--- src/rtl/mem_pkg.sv ---
// +--------------------------------------------------------------------------+
// | mem_pkg : funct3 encodings, FSM states, lane-mask and fault decode.      |
// | Rev 1.0                                                                  |
// +--------------------------------------------------------------------------+
`default_nettype none

package mem_pkg;

  localparam logic [2:0] LSU_B  = 3'b000;
  localparam logic [2:0] LSU_H  = 3'b001;
  localparam logic [2:0] LSU_W  = 3'b010;
  localparam logic [2:0] LSU_BU = 3'b100;
  localparam logic [2:0] LSU_HU = 3'b101;

  typedef enum logic [1:0] {
    S_IDLE = 2'd0,
    S_WAIT = 2'd1,
    S_DONE = 2'd2
  } lsu_state_e;

  function automatic logic [3:0] lane_mask(input logic [2:0] f3, input logic [1:0] off);
    case (f3)
      LSU_B, LSU_BU: lane_mask = 4'b0001 << off;
      LSU_H, LSU_HU: lane_mask = off[1] ? 4'b1100 : 4'b0011;
      LSU_W:         lane_mask = 4'b1111;
      default:       lane_mask = 4'b0000;
    endcase
  endfunction

  // Unsigned variants exist only for loads, so a store using them is a fault.
  function automatic logic lsu_fault(input logic [2:0] f3, input logic [1:0] off,
                                     input logic is_store);
    case (f3)
      LSU_B:   lsu_fault = 1'b0;
      LSU_H:   lsu_fault = off[0];
      LSU_W:   lsu_fault = |off;
      LSU_BU:  lsu_fault = is_store;
      LSU_HU:  lsu_fault = is_store | off[0];
      default: lsu_fault = 1'b1;
    endcase
  endfunction

endpackage

`default_nettype wire

--- src/rtl/mem_array_be.sv ---
// +--------------------------------------------------------------------------+
// | mem_array_be : DEPTH x 32 storage, byte-lane write enables, async read.  |
// | Rev 1.0                                                                  |
// +--------------------------------------------------------------------------+
`default_nettype none

module mem_array_be #(
  parameter int DEPTH = 64,
  localparam int AW   = $clog2(DEPTH)
) (
  input  logic          clk,
  input  logic [3:0]    we_i,
  input  logic [AW-1:0] waddr_i,
  input  logic [31:0]   wdata_i,
  input  logic [AW-1:0] raddr_i,
  output logic [31:0]   rdata_o
);

  logic [31:0] mem_q [DEPTH];

  always_ff @(posedge clk) begin
    for (int b = 0; b < 4; b++) begin
      if (we_i[b]) begin
        mem_q[waddr_i][8*b +: 8] <= wdata_i[8*b +: 8];
      end
    end
  end

  assign rdata_o = mem_q[raddr_i];

endmodule

`default_nettype wire

--- src/rtl/data_mem_lsu.sv ---
// +--------------------------------------------------------------------------+
// | data_mem_lsu : RV32I load/store formatting over a byte-enabled array,    |
// | with optional wait-state FSM. Rev 1.0                                    |
// +--------------------------------------------------------------------------+
`default_nettype none

module data_mem_lsu
  import mem_pkg::*;
#(
  parameter int DEPTH   = 64,
  parameter int LATENCY = 0
) (
  input  logic        clk,
  input  logic        rst,
  input  logic        req,
  input  logic        MemWrite,
  input  logic [2:0]  funct3,
  input  logic [31:0] ALUResult,
  input  logic [31:0] WriteData,
  output logic [31:0] ReadData,
  output logic        ready,
  output logic        fault
);

  localparam int AW = $clog2(DEPTH);

  logic [3:0]    arr_we;
  logic [AW-1:0] arr_waddr;
  logic [AW-1:0] arr_raddr;
  logic [31:0]   arr_wdata;
  logic [31:0]   arr_rdata;
  logic          unused_addr_hi;

  assign unused_addr_hi = ^ALUResult[31:AW+2];

  mem_array_be #(.DEPTH(DEPTH)) u_array (
    .clk     (clk),
    .we_i    (arr_we),
    .waddr_i (arr_waddr),
    .wdata_i (arr_wdata),
    .raddr_i (arr_raddr),
    .rdata_o (arr_rdata)
  );

  // Replicate store data across lanes; the lane mask picks the live copy.
  function automatic logic [31:0] store_align(input logic [31:0] wd, input logic [2:0] f3);
    case (f3)
      LSU_B, LSU_BU: store_align = {4{wd[7:0]}};
      LSU_H, LSU_HU: store_align = {2{wd[15:0]}};
      default:       store_align = wd;
    endcase
  endfunction

  function automatic logic [31:0] load_format(input logic [31:0] word, input logic [2:0] f3,
                                              input logic [1:0] off);
    logic [7:0]  b;
    logic [15:0] h;
    b = word[{off, 3'b000} +: 8];
    h = off[1] ? word[31:16] : word[15:0];
    case (f3)
      LSU_B:   load_format = {{24{b[7]}}, b};
      LSU_BU:  load_format = {24'b0, b};
      LSU_H:   load_format = {{16{h[15]}}, h};
      LSU_HU:  load_format = {16'b0, h};
      LSU_W:   load_format = word;
      default: load_format = 32'b0;
    endcase
  endfunction

  generate
    if (LATENCY == 0) begin : g_passthru
      logic w_fault;
      logic unused_rst;

      assign unused_rst = rst;
      assign w_fault    = lsu_fault(funct3, ALUResult[1:0], MemWrite);
      assign arr_raddr  = ALUResult[AW+1:2];
      assign arr_waddr  = ALUResult[AW+1:2];
      assign arr_wdata  = store_align(WriteData, funct3);
      assign arr_we     = (req && MemWrite && !w_fault) ? lane_mask(funct3, ALUResult[1:0]) : 4'b0;
      assign ready      = req;
      assign fault      = req & w_fault;
      assign ReadData   = w_fault ? 32'b0 : load_format(arr_rdata, funct3, ALUResult[1:0]);
    end else begin : g_fsm
      localparam logic [3:0] CNT_INIT = 4'(LATENCY - 1);

      lsu_state_e    state_q, state_d;
      logic [3:0]    cnt_q, cnt_d;
      logic          we_q;
      logic [2:0]    f3_q;
      logic [AW+1:0] addr_q;
      logic [31:0]   wdata_q;
      logic [31:0]   rdata_q;
      logic          fault_q;

      logic          w_sel_we;
      logic [2:0]    w_sel_f3;
      logic [AW+1:0] w_sel_addr;
      logic          w_fault;
      logic          w_enter_done;

      // With LATENCY=1 the FSM enters DONE straight from IDLE, before the
      // capture registers are valid, so decode from the live inputs then.
      assign w_sel_we     = (state_q == S_IDLE) ? MemWrite : we_q;
      assign w_sel_f3     = (state_q == S_IDLE) ? funct3 : f3_q;
      assign w_sel_addr   = (state_q == S_IDLE) ? ALUResult[AW+1:0] : addr_q;
      assign w_fault      = lsu_fault(w_sel_f3, w_sel_addr[1:0], w_sel_we);
      assign w_enter_done = (state_d == S_DONE) && (state_q != S_DONE);

      assign arr_raddr = w_sel_addr[AW+1:2];
      assign arr_waddr = addr_q[AW+1:2];
      assign arr_wdata = store_align(wdata_q, f3_q);
      assign arr_we    = (state_q == S_DONE && we_q && !fault_q) ? lane_mask(f3_q, addr_q[1:0]) : 4'b0;

      assign ready    = (state_q == S_DONE);
      assign fault    = fault_q;
      assign ReadData = rdata_q;

      always_comb begin
        state_d = state_q;
        cnt_d   = cnt_q;
        case (state_q)
          S_IDLE: begin
            if (req) begin
              cnt_d   = CNT_INIT;
              state_d = (LATENCY == 1) ? S_DONE : S_WAIT;
            end
          end
          S_WAIT: begin
            cnt_d = cnt_q - 4'd1;
            if (cnt_q <= 4'd1) begin
              state_d = S_DONE;
            end
          end
          S_DONE:  state_d = S_IDLE;
          default: state_d = S_IDLE;
        endcase
      end

      always_ff @(posedge clk) begin
        if (rst) begin
          state_q <= S_IDLE;
          cnt_q   <= 4'd0;
          rdata_q <= 32'b0;
          fault_q <= 1'b0;
        end else begin
          state_q <= state_d;
          cnt_q   <= cnt_d;
          if (w_enter_done) begin
            fault_q <= w_fault;
            rdata_q <= w_fault ? 32'b0 : load_format(arr_rdata, w_sel_f3, w_sel_addr[1:0]);
          end
        end
      end

      always_ff @(posedge clk) begin
        if (!rst && state_q == S_IDLE && req) begin
          we_q    <= MemWrite;
          f3_q    <= funct3;
          addr_q  <= ALUResult[AW+1:0];
          wdata_q <= WriteData;
        end
      end
    end
  endgenerate

endmodule

`default_nettype wire
--- config.mk ---
export PLATFORM = sky130hd
export DESIGN_NAME = data_mem_lsu
export DESIGN_NICKNAME = d
export VERILOG_FILES = /design/src/rtl/mem_pkg.sv /design/src/rtl/mem_array_be.sv /design/src/rtl/data_mem_lsu.sv
export SDC_FILE = /design/constraint.sdc
export NUM_CORES = 2
export LEC_CHECK = 0
export CAP_MARGIN = 25
export CELL_PAD_IN_SITES_DETAIL_PLACEMENT = 0
export CELL_PAD_IN_SITES_GLOBAL_PLACEMENT = 1
export CORE_MARGIN = 2
export CORE_UTILIZATION = 54
export DETAILED_ROUTE_END_ITERATION = 8
export GPL_ROUTABILITY_DRIVEN = 0
export PLACE_DENSITY_LB_ADDON = 0.1
export SLEW_MARGIN = 5
export SYNTH_ARGS = -nofsm -noshare
export SYNTH_HDL_FRONTEND = slang
export SYNTH_SLANG_ARGS = --single-unit
--- constraint.sdc ---
create_clock -name clk -period 7.2 [get_ports clk]
set_input_delay 1.8 -clock clk [delete_from_list [all_inputs] [get_ports clk]]
set_output_delay 1.8 -clock clk [all_outputs]
set_load 0.1 [all_outputs]
======== Word-level counts from Yosys, hierarchy flattened ========
Memory sizes are Yosys's and may differ from the RTL's.
Index checks and enable logic that the tools add are counted.
word-level totals
  register bits after elaboration ......... 0
  RAM bits ................................ 2048
  bits of input ports ..................... 71
  output and inout bits ................... 34
  memories ................................ 1
memory list
  memory         words  bits a word  rd ports  clocked after Yosys merged registers in  wr ports  RTL line            source
  u_array.mem_q  64     32           1         0                                        1         mem_array_be.sv:19  logic [31:0] mem_q [DEPTH];
cells by class
  eq/ne operators ......................... 4
  shifts and indexed selects .............. 2
  muxes and demuxes ....................... 16
  bitwise operators ....................... 2
  reduce and logical (&&, ||, !) cells .... 7
operator list
  kind                                                               count
  32-bit one-hot mux with 5 select lines                             1
  32-bit one-hot mux with 2 select lines                             1
  32-bit two-way mux                                                 1
  32-bit by 6-bit indexed part select with 8-bit output              1
  16-bit two-way mux                                                 1
  4-bit one-hot mux with 3 select lines                              1
  1-bit two-way mux                                                  8
  4-bit two-way mux                                                  2
  3-bit == test, second input constant                               2
  2-bit OR reduction                                                 3
  1-bit one-hot mux with 5 select lines                              1
  1-bit by 2-bit << shifter with 4-bit output, first input constant  1
  3-bit by 1-bit == test with 1-bit output, second input constant    1
  3-bit by 2-bit == test with 1-bit output, second input constant    1
  3-bit logical NOT                                                  1
  1-bit logical AND                                                  2
  1-bit bitwise AND                                                  1
  1-bit logical NOT                                                  1
  1-bit OR                                                           1

======== Longest topological paths before layout ========
  depth in word-level cells ............... 7
  gate-level depth with buffers ........... 14
  mapped depth without buffers ............ 7

======== Hierarchy ========
Synthesis repeated with hierarchy kept, for this count alone.
second synthesis, totals
  cell total of the unflattened synthesis .. 4116
  area total of the unflattened synthesis .. 82238.9 µm²
modules (own cells, without submodules)
  module        instances  cells each  area an instance (µm²)
  mem_array_be  1          3917        80996.4
  data_mem_lsu  1          199         1242.4

======== Worst setup path after synthesis ========
Ideal clock, no wire load.
  path type ............................... input to output
  start ................................... input port ALUResult[2]
  end ..................................... output port ReadData[0]
  data arrival time ....................... 5.207 ns
  path slack .............................. 0.193 ns
  cell stages on the path ................. 11
  cells stage by stage .................... buf_4 > buf_6 > nor3b_1 > buf_2 > buf_1 > clkbuf_1 > a22oi_1 > a31oi_1 > o21a_1 > o31ai_1 > a31oi_1
on the way
  longest elaborated chain between the ends .. 4
RTL lines
  element                                                                                             RTL line                                source
  start: declaration                                                                                  data_mem_lsu.sv:18                      input logic [31:0] ALUResult,
  memory 64 x 32 bit (*)                                                                              -
  32-bit by 6-bit indexed part select with 8-bit output / 16-bit two-way mux (equally long branches)  data_mem_lsu.sv:58, data_mem_lsu.sv:59
  32-bit one-hot mux with 5 select lines (*)                                                          data_mem_lsu.sv:60                      case (f3)
  32-bit two-way mux (*)                                                                              data_mem_lsu.sv:83                      assign ReadData = w_fault ? 32'b0 : load_format(arr_rdata, funct3, ALUResult[1:0]);
  end: declaration                                                                                    data_mem_lsu.sv:20                      output logic [31:0] ReadData,
Every way passes the cells marked *; elsewhere a longest branch is shown, timed or not.

======== Worst setup path in the final report ========
  start ................................... input port ALUResult[7]
  end ..................................... output port ReadData[1]
Same word-level chain as after synthesis.

==> results by group <==
Outcome
  • Status: completed

GRT
  • Initial antenna violation count: 15
  • Global-route wire length before repair: 373800 µm
  • Vias in the first global route: 46.17k
  • Pin count of the biggest net entering global routing: 65
  • Overall Global Routing Usage: 35.83%
  • Gr ovfl total: 0

Floorplan
  • Die Area: 152200 µm²
  • Initial core utilization: 54.46%
  • Die Y: 390.1 µm
  • Row count: 141
  • I/O pin count: 105
  • Core Box Area: 147800 µm²
  • Die Wd: 390.1 µm

Job
  • Max-cap viol count: 0

Worst setup path
  • Startpoint Class: primary input
  • CP Class: in -> out
  • Worst-path fanout max: 8
  • Worst Setup End Kind: output pin
  • Worst Path Arrival: 5.36 ns
  • Required @ worst endpoint: 5.40 ns

Power and ir drop
  • Pwr/cell area: 275.3 nW/µm²
  • Peak supply drop: 0.0002321 V
  • Leakage: 29.63 nW

Timing
  • Worst Tran Pin Value: 1.164 ns
  • F_max: 0.1397 GHz
  • Rel. slew slack: 22.18%
  • Final worst path period need: 7.157 ns
  • Max Slew Vio Count: 0
  • Setup violations, final: 0
  • Fin worst setup slack: 0.04340 ns
  • RSZ-0062 raised after global routing: false
  • Fin. Hold Viols: 0
  • Tcrit/Tclk final: 99.40%
  • Hold_ws: 1.463 ns

Synthesis
  • Gate Count Post-Synth: 4634
  • Mapped cell area: 80520 µm²
  • Sequential fraction of the synthesis area: 76.38%
  • Area contributors post-synth: edfxtp_1, mux2i_1, a22oi_1
  • Post-synth ARST share: 0%
  • Yosys top cell area share: 76.38%
  • Leading area contributor after synthesis: edfxtp_1
  • Post-synthesis register bit count: 2048
  • Syn Area/Cell: 17.38 µm²
  • Cell variety after synth: 73
  • EDFF count, synth: 2048
  • Synth warn: 0
  • Syn nets: 4705
  • Top-count cell post-synth: edfxtp_1
  • Ys flop type: edfxtp_1
  • Leading post-synthesis cells by instance count: edfxtp_1, a22oi_1, nor2_1

Routing
  • Via density: 6.991
  • Wirelength, routed: 274200 µm
  • Vias: 49.50k
  • Drt first-iter violations: 8074
  • Antenna-violating nets left: 0
  • DR WL/cell: 38.74 µm
  • DRT Pass-1 Iters: 6
  • DR DRC count: 0

Placed design
  • Detail Placement HPWL: 172600 µm
  • Port bufs: 79
  • Pre-CTS WS: -0.05685 ns

Hold path
  • HP Class: in -> reg
  • Hold Path Depth: 1
  • Worst Hold End: u_array.mem_q[56][4]
  • HP Start: WriteData[4]

CTS
  • CTS tree: done
  • CTS Root Buffer Type: clkbuf_16
  • Hold_buf cts: 0
  • H-tree depth: 4
  • Num CTS Buffers: 201
  • Clk buf depth: 3
  • Clk slew on worst S/H paths: 0.06 ns
  • CTS Sinks: 2048

Cells and area
  • Max reg flops: 2048
  • Number of fillers in the final layout: 10.68k
  • Share of post-route cells with drive strength above 1: 19.29%
  • Layout Area Growth over Synthesis: 15.16%
  • Biggest register: u_array.mem_q
  • Sequential cell area: 61500 µm²
  • Top Registers: u_array.mem_q (2048)
  • Nets@finish: 5032
  • Area of the multi-input gates: 17590 µm²
cell families (layout without fill, tap and decap cells):
family | count (synthesis) | count (layout) | share of synthesized area [%]
flip-flops | 2048 | 2048 | 76.38
AO/OA/AOI/OAI | 983 | 983 | 9.060
AND/OR/NAND/NOR | 764 | 764 | 4.595
multiplexers | 491 | 491 | 7.799
buffers and inverters | 348 | 847 | 2.165
other | 0 | 17 | 0
critical path: stages:
cell             delay, ns
clkdlybuf4s50_1       0.70
buf_4                 0.30
nand3_2               0.30
buf_4                 0.32
a41oi_1               0.08
buf_4                 0.18
or4_1                 0.56
o31ai_1               0.54
a31oi_1               0.17
buf_4                 0.19
buf_12                0.16
metrics by stage:
step           util [%]  total power [mW]  std cells  TNS [ns]  cell area [µm²]
2_1_floorplan         -             14.35       4634         0            80520
3_3_place_gp      58.21             15.27       6674   -0.2157            86060
3_5_place_dp      58.27             15.29       6680   -0.7721            86140
4_1_cts           62.63             25.48       7055         0            92600
5_1_grt           62.69             26.00       7065         0            92680
6_report          62.72             25.52       7080         0            92720
metal layers:
metal	wire length (µm)	global-route usage [%]	vias up
li1	-	-	19660
met1	105100	51.65	25522
met2	118800	51.16	3662
met3	36360	9.707	631
met4	13860	16.59	23
met5	191	0.2233	-
where the power goes:
part / switching (mW) / internal [mW] / total (mW) / leakage (nW)
Sequential: 0.00156 / 13.2 / 13.2 / 18.2
Clock: 4.54 / 5.88 / 10.4 / 3.14
Combinational: 1.33 / 0.563 / 1.89 / 8.24
cell usage in the layout (no fill, tap or decap), types with 16 or more instances in the layout:
master           netlist  layout
o22a_1                25      25
mux2i_1              273     273
nand3_1               41      39
nor2_1               297     289
clkinv_2               0      29
o211ai_1              25      25
mux2_2               121     121
o21ai_0               81      73
a222oi_1              19      19
a22o_1                30      30
buf_12                 1      89
bufinv_16              0      19
nand4_1               22      22
a221o_1               43      43
a31oi_1               43      43
mux4_2                97      97
buf_4                 48     331
o22ai_1               79      79
a22oi_1              298     298
diode_2                0      17
a21oi_1               98      98
nand2_1              217     216
clkdlybuf4s50_1        0      33
clkbuf_1             132      46
a221oi_1             123     122
clkinv_1               0      60
edfxtp_1            2048    2048
and4_1                17      17
clkbuf_16              0     204
nor4bb_1              16      16
nand2b_1              21      21
worst max path at each step:
stage | from | end | slack (ns) | cells after the start
final | ALUResult[7] | ReadData[1] | 0.04 | 11
after CTS | ALUResult[6] | ReadData[5] | 0.12 | 11
after floorplan | ALUResult[2] | ReadData[0] | 0.19 | 11
after detailed placement | ALUResult[7] | ReadData[11] | -0.06 | 12
after global placement | ALUResult[7] | ReadData[11] | -0.04 | 12
after global routing | ALUResult[4] | ReadData[21] | 0.03 | 13
layout make-up:
class                      instances  share of cell area (%)
clock inverter                   125                   1.264
sequential                      2048                   66.33
inverter                           6                 0.02969
multi-input combinational       2238                   18.97
timing repair buffer             466                   5.068
clock buffer                     250                   5.692
antenna                           17                 0.04588
tap                             1930                   2.604
repair_timing:
action                     CTS  global route
hold endpoints to repair     0             0
buffers inserted             0             0
gates resized for setup      1             4
gates cloned                 0             0
setup endpoints to repair   25             7
Power figures use the tool's default switching activity.
